<file path="src/rtl/flag_update_controller.sv">
// Z/N/C flag owner: merges ALU/SETC/CLRC updates and saves/restores flags
// on a LIFO stack for interrupt entry and RTI, with a post-entry flush window.
module flag_update_controller #(
    parameter int STACK_DEPTH  = 4,
    parameter int FLUSH_CYCLES = 3
) (
    input  logic       clk,
    input  logic       rst,
    input  logic       i_alu_valid,
    input  logic [2:0] i_alu_mask,
    input  logic [2:0] i_alu_flags,
    input  logic       i_setc,
    input  logic       i_clrc,
    input  logic       i_int_req,
    input  logic       i_rti,
    output logic [2:0] o_flags,
    output logic       o_int_ack,
    output logic       o_rti_ack,
    output logic       o_busy,
    output logic [3:0] o_depth,
    output logic       o_stack_overflow,
    output logic       o_stack_underflow
);

    localparam int CNT_W = $clog2(FLUSH_CYCLES + 1);

    typedef enum logic [1:0] {IDLE, SAVE, FLUSH, RESTORE} state_t;

    state_t           state_reg;
    logic [2:0]       flags_reg;
    logic [3:0]       depth_reg;
    logic [CNT_W-1:0] cnt_reg;
    logic             int_ack_reg;
    logic             rti_ack_reg;
    logic             busy_reg;
    logic             overflow_reg;
    logic             underflow_reg;

    logic [2:0] flags_next;
    logic [2:0] top_entry;
    logic       push_en;
    logic [2:0] stack_q [STACK_DEPTH];

    assign push_en = (state_reg == SAVE) && (depth_reg < 4'(STACK_DEPTH));

    // Each stack slot is written only when it is the next free slot.
    generate
        for (genvar gi = 0; gi < STACK_DEPTH; gi++) begin : g_stack
            logic [2:0] entry_reg;
            always_ff @(posedge clk) begin
                if (push_en && depth_reg == 4'(gi)) begin
                    entry_reg <= flags_reg;
                end
            end
            assign stack_q[gi] = entry_reg;
        end
    endgenerate

    always_comb begin
        top_entry = 3'b000;
        for (int i = 0; i < STACK_DEPTH; i++) begin
            if (depth_reg == 4'(i + 1)) begin
                top_entry = stack_q[i];
            end
        end
    end

    // ALU merge first, then SETC/CLRC override C; both together leave C alone.
    always_comb begin
        flags_next = flags_reg;
        if (i_alu_valid) begin
            flags_next = (flags_reg & ~i_alu_mask) | (i_alu_flags & i_alu_mask);
        end
        if (i_setc && !i_clrc) begin
            flags_next[0] = 1'b1;
        end else if (i_clrc && !i_setc) begin
            flags_next[0] = 1'b0;
        end
    end

    always_ff @(posedge clk) begin
        if (rst) begin
            state_reg     <= IDLE;
            flags_reg     <= 3'b000;
            depth_reg     <= 4'd0;
            cnt_reg       <= '0;
            int_ack_reg   <= 1'b0;
            rti_ack_reg   <= 1'b0;
            busy_reg      <= 1'b0;
            overflow_reg  <= 1'b0;
            underflow_reg <= 1'b0;
        end else begin
            int_ack_reg <= 1'b0;
            rti_ack_reg <= 1'b0;
            case (state_reg)
                IDLE: begin
                    if (i_int_req) begin
                        state_reg <= SAVE;
                        busy_reg  <= 1'b1;
                    end else if (i_rti) begin
                        state_reg <= RESTORE;
                        busy_reg  <= 1'b1;
                    end else begin
                        flags_reg <= flags_next;
                    end
                end
                SAVE: begin
                    if (push_en) begin
                        depth_reg <= depth_reg + 4'd1;
                    end else begin
                        overflow_reg <= 1'b1;
                    end
                    int_ack_reg <= 1'b1;
                    cnt_reg     <= CNT_W'(FLUSH_CYCLES);
                    state_reg   <= FLUSH;
                end
                FLUSH: begin
                    cnt_reg <= cnt_reg - 1'b1;
                    if (cnt_reg <= CNT_W'(1)) begin
                        state_reg <= IDLE;
                        busy_reg  <= 1'b0;
                    end
                end
                RESTORE: begin
                    if (depth_reg != 4'd0) begin
                        flags_reg <= top_entry;
                        depth_reg <= depth_reg - 4'd1;
                    end else begin
                        flags_reg     <= 3'b000;
                        underflow_reg <= 1'b1;
                    end
                    rti_ack_reg <= 1'b1;
                    busy_reg    <= 1'b0;
                    state_reg   <= IDLE;
                end
                default: begin
                    state_reg <= IDLE;
                    busy_reg  <= 1'b0;
                end
            endcase
        end
    end

    assign o_flags           = flags_reg;
    assign o_int_ack         = int_ack_reg;
    assign o_rti_ack         = rti_ack_reg;
    assign o_busy            = busy_reg;
    assign o_depth           = depth_reg;
    assign o_stack_overflow  = overflow_reg;
    assign o_stack_underflow = underflow_reg;

endmodule

</file>
<file path="config.mk">
export PLATFORM = sky130hd
export DESIGN_NAME = flag_update_controller
export DESIGN_NICKNAME = d
export VERILOG_FILES = /design/src/rtl/flag_update_controller.sv
export SDC_FILE = /design/constraint.sdc
export NUM_CORES = 1
export LEC_CHECK = 0
export ABC_CLOCK_PERIOD_IN_PS = 1600
export BUFFER_PORTS_ARGS = -buffer_cell sky130_fd_sc_hd__buf_2
export CAP_MARGIN = 0
export CORE_MARGIN = 3
export CORE_UTILIZATION = 40
export DETAILED_ROUTE_END_ITERATION = 10
export PLACE_DENSITY_LB_ADDON = 0.05
export SLEW_MARGIN = 20
export SYNTH_ARGS = -nofsm -noshare
export SYNTH_HDL_FRONTEND = slang
export SYNTH_SLANG_ARGS = --single-unit
</file>
<file path="constraint.sdc">
create_clock -name clk -period 1.6 [get_ports clk]
set_input_delay 0.08 -clock clk [delete_from_list [all_inputs] [get_ports clk]]
set_output_delay 0.08 -clock clk [all_outputs]
set_load 0.05 [all_outputs]
</file>
; After elaboration in Yosys (flattened, before gate mapping)
; Cells that the tools add are included.
[totals]
mem_bits_ro = 0
latch_bits = 0
out_inout_bits = 12
wordCells = 88
memories = 0
mem_bits_rw = 0
register_bits = 28
input_bits = 13
[classes]
n_mul = 0
shifts = 0
add_sub_neg = 3
bitwise = 6
order_cmp = 2
mux = 25
div_mod_pow = 0
n_reduce_logical = 23
n_eq_ne = 15
[ops]
columns = cell, n
row1 = 3-bit two-way mux, 8
row2 = "2-bit != test, second input constant", 6
row3 = "4-bit by 2-bit equality test with 1-bit output, second input constant", 2
row4 = 4-bit two-way mux, 2
row5 = 2-bit case mux with 4 select lines, 1
row6 = 4-bit case mux with 2 select lines, 1
row7 = 4-bit AND reduction, 2
row8 = 1-bit logical AND, 7
row9 = 1-bit two-way mux, 7
row10 = 3-bit AND, 2
row11 = 2-bit two-way mux, 3
row12 = 3-bit case mux with 2 select lines, 1
row13 = 2-bit AND reduction, 3
row14 = 3-bit AND reduction, 2
row15 = 2-bit nonzero test, 3
row16 = "4-bit by 1-bit adder with 4-bit output, second input constant", 1
row17 = "2-bit equality test, second input constant", 2
row18 = "4-bit by 1-bit equality test with 1-bit output, second input constant", 1
row19 = "4-bit by 3-bit equality test with 1-bit output, second input constant", 1
row20 = 4-bit zero test, 1
row21 = "4-bit by 3-bit less-than comparator with 1-bit output, second input constant", 1
row22 = "4-bit != test, second input constant", 1
row23 = 2-bit case mux with 2 select lines, 1
row24 = 4-bit nonzero test, 1
row25 = other kinds (12), 14

; Longest topological paths before layout
; Gate-level depths: netlist of run 1.
[logic_depth]
depth_word = 9
depth_mapped = 6
mapped_depth_nobuf = 6

; Worst setup path after synthesis of run 1
; Ideal clock, no wire load.
[synth_timing]
path_type = register to register
start = reg depth_reg[0] (netlist: o_depth[0])
end = reg depth_reg[1] (netlist: o_depth[1])
required_ps = 1514
setup_slack_ps = -428
setup_ps = 86
synth_period_minus_slack_ps = 2028
stages_incl_launch_ff = 7
arrival_time_ps = 1942
path_buffers = 0
cell_sequence = dfxtp_1 inv_1 ha_1 and4bb_2 nor3_1 nor2_1 a211oi_1
[synth_via]
elab_chain_cells = 4
word_cells_on_any_way = 11
classes_between = add/sub (2) / order compare (1) / eq/ne (2) / mux (3) / reduce/logical (3)
[synth_rtl]
columns = element, line_no
row1 = start: declaration, 31  ; logic [3:0] depth_reg;
row2 = start signal: assignment, 109  ; depth_reg <= depth_reg + 4'd1;
row3 = start signal: assignment, 127  ; depth_reg <= depth_reg - 4'd1;
row4 = 4-bit by 3-bit less-than comparator with 1-bit output, 44  ; assign push_en = (state_reg == SAVE) && (depth_reg < 4'(STACK_DEPTH));
row5 = 1-bit logical AND, 44
row6 = 2-bit != test (no line), --
row7 = 3-bit AND reduction (no line), --
; Several ways; a longest one is shown, not always the timed one. The select of a mux whose other input is x is not followed.
; A chain may end at the register's enable or synchronous reset.

; Worst setup path after layout of run 1
[layout_timing]
start = reg state_reg[0]
end = reg depth_reg[3] (netlist: o_depth[3])
[layout_via]
elab_chain_cells = 4
word_cells_on_any_way = 8
classes_between = eq/ne (4) / mux (1) / reduce/logical (3)
[layout_rtl]
columns = element, line_no
row1 = start: declaration, 29  ; state_t state_reg;
row2 = start signal: assignment, 83  ; state_reg <= IDLE;
row3 = start signal: assignment, 98  ; state_reg <= SAVE;
row4 = start signal: assignment, 101  ; state_reg <= RESTORE;
row5 = 2-bit by 1-bit equality test with 1-bit output, "44, 95"
row6 = 1-bit logical AND, 44
row7 = 2-bit != test (no line), --
row8 = 3-bit AND reduction (no line), --
; Several ways; a longest one is shown, not always the timed one.

==> results of run 1 <==
==> critical path, stage by stage (launching register included) <==
cell and delay [ps]:
dfxtp_4 390, ha_4 150, or4b_4 470, a2111oi_4 320, xnor2_1 150, nor2_1 50
==> power breakdown <==
part | internal [uW] | leakage (uW) | switching [uW]
Sequential | 960 | 0.000246 | 147
Combinational | 693 | 0.000504 | 909
Clock | 253 | 0.0000279 | 204
Total | 1910 | 0.000778 | 1260
==> layout by cell type, fill, tap and decap left out, types with 2 or more instances in the layout <==
cell type	netlist	routed
buf_2	0	24
buf_4	0	17
nor2_1	15	15
a21oi_1	19	13
edfxtp_1	12	12
inv_1	14	11
dfxtp_1	16	11
nand2_1	9	8
o21ai_0	7	7
a21oi_2	0	6
ha_1	11	5
and3_1	4	4
xnor2_1	4	4
ha_4	0	4
dfxtp_4	0	4
inv_4	0	3
nor2b_1	3	3
clkbuf_4	0	3
or3b_2	2	2
or4b_4	1	2
nand4b_1	2	2
o2bb2ai_1	3	2
mux2i_1	2	2
ha_2	0	2
==> worst max-delay path by stage <==
stage            endpoint  slack [ps]         start  cells after the start
2_1_floorplan  o_flags[0]         -50    o_depth[0]                      6
3_3_place_gp   o_flags[0]         -40    o_depth[0]                      6
3_5_place_dp   o_depth[3]         -60  state_reg[1]                      5
4_1_cts        o_depth[3]         -20  state_reg[0]                      5
5_1_grt        o_depth[3]        -100  state_reg[0]                      5
6_report       o_depth[3]         -30  state_reg[0]                      5
==> cells by family after synthesis <==
kind of cell,count (synthesis),synth area share (%)
flops,28,47.43
simple gates,43,16.39
compound gates,39,17.53
mux,2,1.395
buf+inv,18,5.231
xor+xnor,4,2.441
fa+ha+maj,11,9.590
==> final cells by class <==
class / instances / share of cell area, %
clock buffer: 3 / 1.171
clock inverter: 1 / 1.561
timing repair buffer: 42 / 13.47
sequential: 28 / 36.24
inverter: 14 / 3.123
tap: 46 / 2.993
multi-input combinational: 99 / 41.44
==> routing by layer <==
metal / up-vias / GRT usage [%]
li1: 598 / -
met1: 514 / 19.91
met2: 15 / 25.91
met3: 2 / 2.041
met4: 0 / 4.922
met5: - / 0
==> what timing repair did <==
item,4_1_cts,5_1_grt
buffers inserted,0,1
resized for setup,10,21
pin swaps,1,8
hold endpoints to repair,0,0
setup endpoints to repair,7,7
==> per-stage QoR <==
| step | std cells | utilization [%] | hold WS, ps |
|---|---|---|---|
| global placement | 228 | 51.46 | 430.1 |
| finish | 233 | 56.74 | 78.84 |
| floorplan | 145 | - | 143.0 |
| global route | 233 | 56.74 | 81.93 |
| CTS | 232 | 54.19 | 66.19 |
| detailed placement | 228 | 51.46 | 439.4 |
==> flow_metrics.py, run 1 <==
metrics = {
    "run": {
        "drv_cap": 0,
    },
    "floorplan": {
        "start_util_pct": 42.34,
        "core-area_um2": 3390,
        "row_count": 21,
        "pin_count": 25,
        "die_area_um2": 4343,
        "die_y_um": 65.90,
        "die_w_um": 65.90,
    },
    "clock_network": {
        "cts_sinks": 28,
        "clk_latency_ps": 320,
        "cts_buffers": 3,
        "postCtsHoldBufs": 0,
        "htree_levels": 1,
        "cts_tree": "done",
        "path_clk_slew_ps": 140,
        "root_buffer": "clkbuf_4",
        "clockBufferDepth": 2,
    },
    "route": {
        "ant_nets": 0,
        "met3WireLength_um": 77,
        "wl_mm": 3.012,
        "drt_iter0_markers": 24,
        "dr_wl_met2_mm": 1.465,
        "vias_per_cell": 4.845,
        "avgRoutedWirePerCell_um": 12.93,
        "first_pass_iters": 2,
        "dr.max_layer_used": "met4",
        "vias": 1129,
        "drc": 0,
        "wl_met1_mm": 1.453,
    },
    "synth": {
        "yosysSeqAreaShare_pct": 47.43,
        "ys_async_sr_fraction_pct": 0,
        "post_synth_num_cell_types": 36,
        "yosys.area.top_type": "edfxtp_1",
        "synthFlopType": "dfxtp_1",
        "synth_cells": 145,
        "ys_warn_count": 0,
        "yosys-top-cells-area": "edfxtp_1 25%, dfxtp_1 22%, ha_1 9.6%",
        "synth_area_um2": 1435,
        "synth.most_common_cell": "a21oi_1",
        "synth_seq_cells": 28,
        "yosys-top-cells-count": "19 x a21oi_1, 16 x dfxtp_1, 15 x nor2_1, 14 x inv_1, 12 x edfxtp_1",
        "netlist.area_leader.share_pct": 25.11,
        "syn_nets": 169,
        "syn_area_per_cell_um2": 9.897,
        "synth_edf_count": 12,
    },
    "finish": {
        "final_cell_area_um2": 1923,
        "drive_gt1_share_pct": 41.18,
        "seqCellArea_um2": 696.9,
        "nets": 212,
        "multi_input_area_um2": 797.0,
        "num_antenna_cells": 0,
        "largest_reg_flops": 12,
        "nFillCells": 307,
        "syn2layout_area_growth_pct": 34.00,
    },
    "power_and_ir_drop": {
        "p_leak_uw": 0.0007775,
        "power_density_nw_per_um2": 1647,
        "finalPower_uw": 3167,
        "ir_drop_v": 0.0006974,
    },
    "hold_path": {
        "hp-class": "in2reg",
        "min-delay-start": "i_int_req",
        "hold-path-cell-count": 4,
        "hold_end": "state_reg[1]",
    },
    "timing": {
        "fmax_mhz": 614.5,
        "finalSetupViolations": 1,
        "grt_setup_unrepaired": "true",
        "clock_skew_ps": 5.242,
        "worst_slew_pin_slew_ps": 414.7,
        "min_period_ps": 1627,
        "finalHoldViolCount": 0,
        "drv_slew": 0,
        "tns_ps": -27.45,
        "post-route-period-util_pct": 101.7,
        "slew_headroom_pct": 72.00,
        "fin_ws_ps": -27.45,
    },
    "setup_path": {
        "crit_path_end_kind": "flop",
        "rr_startpoint": "state_reg[0]",
        "worstReg2RegEnd": "o_depth[3]",
        "criticalPathCategory": "reg2reg",
        "regToRegSetupSlack_ps": -30,
        "crit_fanout": 5,
        "worstRegToRegCells": 5,
        "cp-start-kind": "flop",
        "crit_arrival_ps": 1850,
        "critPathRequiredTime_ps": 1820,
    },
    "place": {
        "dp_slack_ps": -59.34,
        "dp_hpwl_mm": 2.319,
        "gp_congestion": 0.7676,
        "io_buffers": 24,
        "place_area_um2": 1744,
    },
    "outcome": {
        "status": "complete, but fails checks",
        "violations": "negative setup slack",
    },
    "global_route": {
        "grt_pass1_vias": 1120,
        "grt_max_degree": 17,
        "grt_pass1_wl_mm": 5.037,
        "groute.usage.overall_pct": 15.27,
        "grt_overflow_total": 0,
        "antenna_found_initial": 0,
    },
}
(Power assumes the default switching activity.)
==> run 2: changes to the inputs <==
Settings changed: ABC_CLOCK_PERIOD_IN_PS 1600 to 2100, CORE_MARGIN 3 to 1.5.
Clock period 1.6 ns to 2.1 ns, I/O delays scaled along.
==> run 2 against run 1 <==
Effect of this change: the run now ends clean; via count decreased by 3.8%; wire length decreased by 5.4%; flip-flop and latch count unchanged; sequential share of layout area increased by 4.8 points; critical path type unchanged.
==> flow_metrics.py, run 2 (synthesis results as in run 1) <==
metrics = {
    "floorplan": {
        "start_util_pct": 42.34,
        "pin_count": 25,
        "core-area_um2": 3390,
        "die_w_um": 62.90,
        "row_count": 21,
        "die_y_um": 62.90,
        "die_area_um2": 3956,
    },
    "setup_path": {
        "cp_cell_sequence": "inv_1 > ha_1 > and4bb_2 > nor3_1 > nor2_1 > a211oi_1",
        "criticalPathCategory": "reg2reg",
        "crit_arrival_ps": 2100,
        "crit_path_end_kind": "flop",
        "cp_top_family": "simple AND/OR/NAND/NOR gates",
        "cp_slowest_cell": "dfxtp_1",
        "crit_start": "o_depth[0]",
        "crit_fanout": 7,
        "rr_startpoint": "o_depth[0]",
        "crit_buf_inv": 1,
        "cp-start-kind": "flop",
        "critPathRequiredTime_ps": 2350,
        "cpPeakStageDelay_ps": 490,
    },
    "timing": {
        "worst_slew_pin_slew_ps": 413.4,
        "clock_skew_ps": 4.459,
        "finalSetupViolations": 0,
        "finalHoldViolCount": 0,
        "drv_slew": 0,
        "post-route-period-util_pct": 88.33,
        "slew_headroom_pct": 72.09,
        "min_period_ps": 1855,
        "fmax_mhz": 539.1,
        "tns_ps": 0,
        "grt_setup_unrepaired": "false",
    },
    "run": {
        "drv_cap": 0,
    },
    "clock_network": {
        "cts_tree": "done",
        "path_clk_slew_ps": 150,
        "ctsResizeCount": 0,
        "cts_buffers": 3,
        "clockBufferDepth": 2,
        "htree_levels": 1,
        "cts_sinks": 28,
        "post_cts_buffers": 0,
        "postCtsHoldBufs": 0,
        "clk_latency_ps": 320,
        "root_buffer": "clkbuf_4",
    },
    "place": {
        "gp_congestion": 0.7730,
        "place_area_um2": 1605,
        "place_inst": 213,
        "io_buffers": 24,
        "dp_hpwl_mm": 2.169,
    },
    "global_route": {
        "grt_pass1_vias": 1028,
        "groute.usage.overall_pct": 15.21,
        "grt_max_degree": 17,
        "grt_pass1_wl_mm": 4.788,
        "antenna_found_initial": 0,
        "grt_overflow_total": 0,
    },
    "finish": {
        "final_cell_area_um2": 1658,
        "drive_gt1_share_pct": 20.47,
        "mostFrequentLayoutCells": "24 x buf_2, 19 x a21oi_1, 16 x dfxtp_1, 15 x nor2_1, 14 x inv_1",
        "syn2layout_area_growth_pct": 15.52,
        "num_antenna_cells": 0,
        "largest_reg_flops": 12,
        "layout_commonest_cell": "buf_2",
        "nets": 196,
        "final-instance-count-excl-fill": 217,
    },
    "power_and_ir_drop": {
        "ir_drop_v": 0.0005362,
        "power.internal_uw": 1224,
        "p_comb_share_pct": 43.3,
        "power_density_nw_per_um2": 1254,
        "netSwitchingPower_uw": 855.9,
        "pwr-share-clk_pct": 16.9,
        "finalPower_uw": 2080,
        "power_switching_share_pct": 41.16,
        "p_leak_uw": 0.0006903,
        "pwr-share-seq_pct": 39.9,
    },
    "route": {
        "vias_per_cell": 5.005,
        "ant_nets": 0,
        "vias": 1086,
        "drc": 0,
        "first_pass_iters": 4,
        "drt_iter0_markers": 58,
        "wl_mm": 2.850,
        "avgRoutedWirePerCell_um": 13.13,
    },
    "hold_path": {
        "hp-class": "in2reg",
        "min-delay-start": "i_int_req",
    },
    "outcome": {
        "status": "completed",
    },
}
==> run 2: cell types whose count changed in the layout (fill, tap and decap cells not counted), sizes merged <==
cell,previous run,this run
buf,42,26
==> run 2: path summary, 6_finish.rpt <==
check / endpoint / slack [ps] / cells past startpoint
max: o_depth[1] / 250 / 6
min: state_reg[1] / 110 / 4
min reg2reg: o_busy / 480 / 2
max reg2reg: o_depth[1] / 250 / 6
==> run 2: cell type report <==
class                   count  area, um^2
multi-input cells          99       679.4
flip-flops and latches     28       680.7
repair buffers             26       135.1
clock buffers               3       22.52
clock inverters             1       30.03
inverters                  14       52.55
well taps                  46       57.56
fillers                   324        1732
==> run 2: power by group through the flow <==
stage               clock (uW)  sequential [uW]  combinational (uW)
CTS                        358              830                 903
detailed placement           0              844                 900
global route               390              854                 989
global placement             0              837                 882
floorplan                    0             1010                 511
finish                     350              829                 900
==> run 2: through the flow <==
stage                     worst slack (ps)  hold WS, ps  utilization [%]
after floorplan                      72.35        174.1                -
after global placement               308.0        444.9            47.36
after detailed placement             281.6        454.1            47.36
after CTS                            250.7        96.80            48.91
after global routing                 49.61        85.28            48.91
final                                245.1        113.5            48.91
==> run 2: worst register-to-register path: cells and delay by family (launching register included) <==
family | cells | cell delay (ps)
AOI/OAI and AO/OA | 1 | 200
adders and majority gates | 1 | 260
buffers and inverters | 1 | 120
DFF | 1 | 490
and+or+nand+nor | 3 | 710
==> run 2: metal layers <==
metal	track usage, %	wire length, um	vias to the layer above
met1	19.84	1396	506
met2	26.20	1366	14
met5	0	0	-
met3	2.162	63	2
li1	-	-	564
met4	4.167	23	0
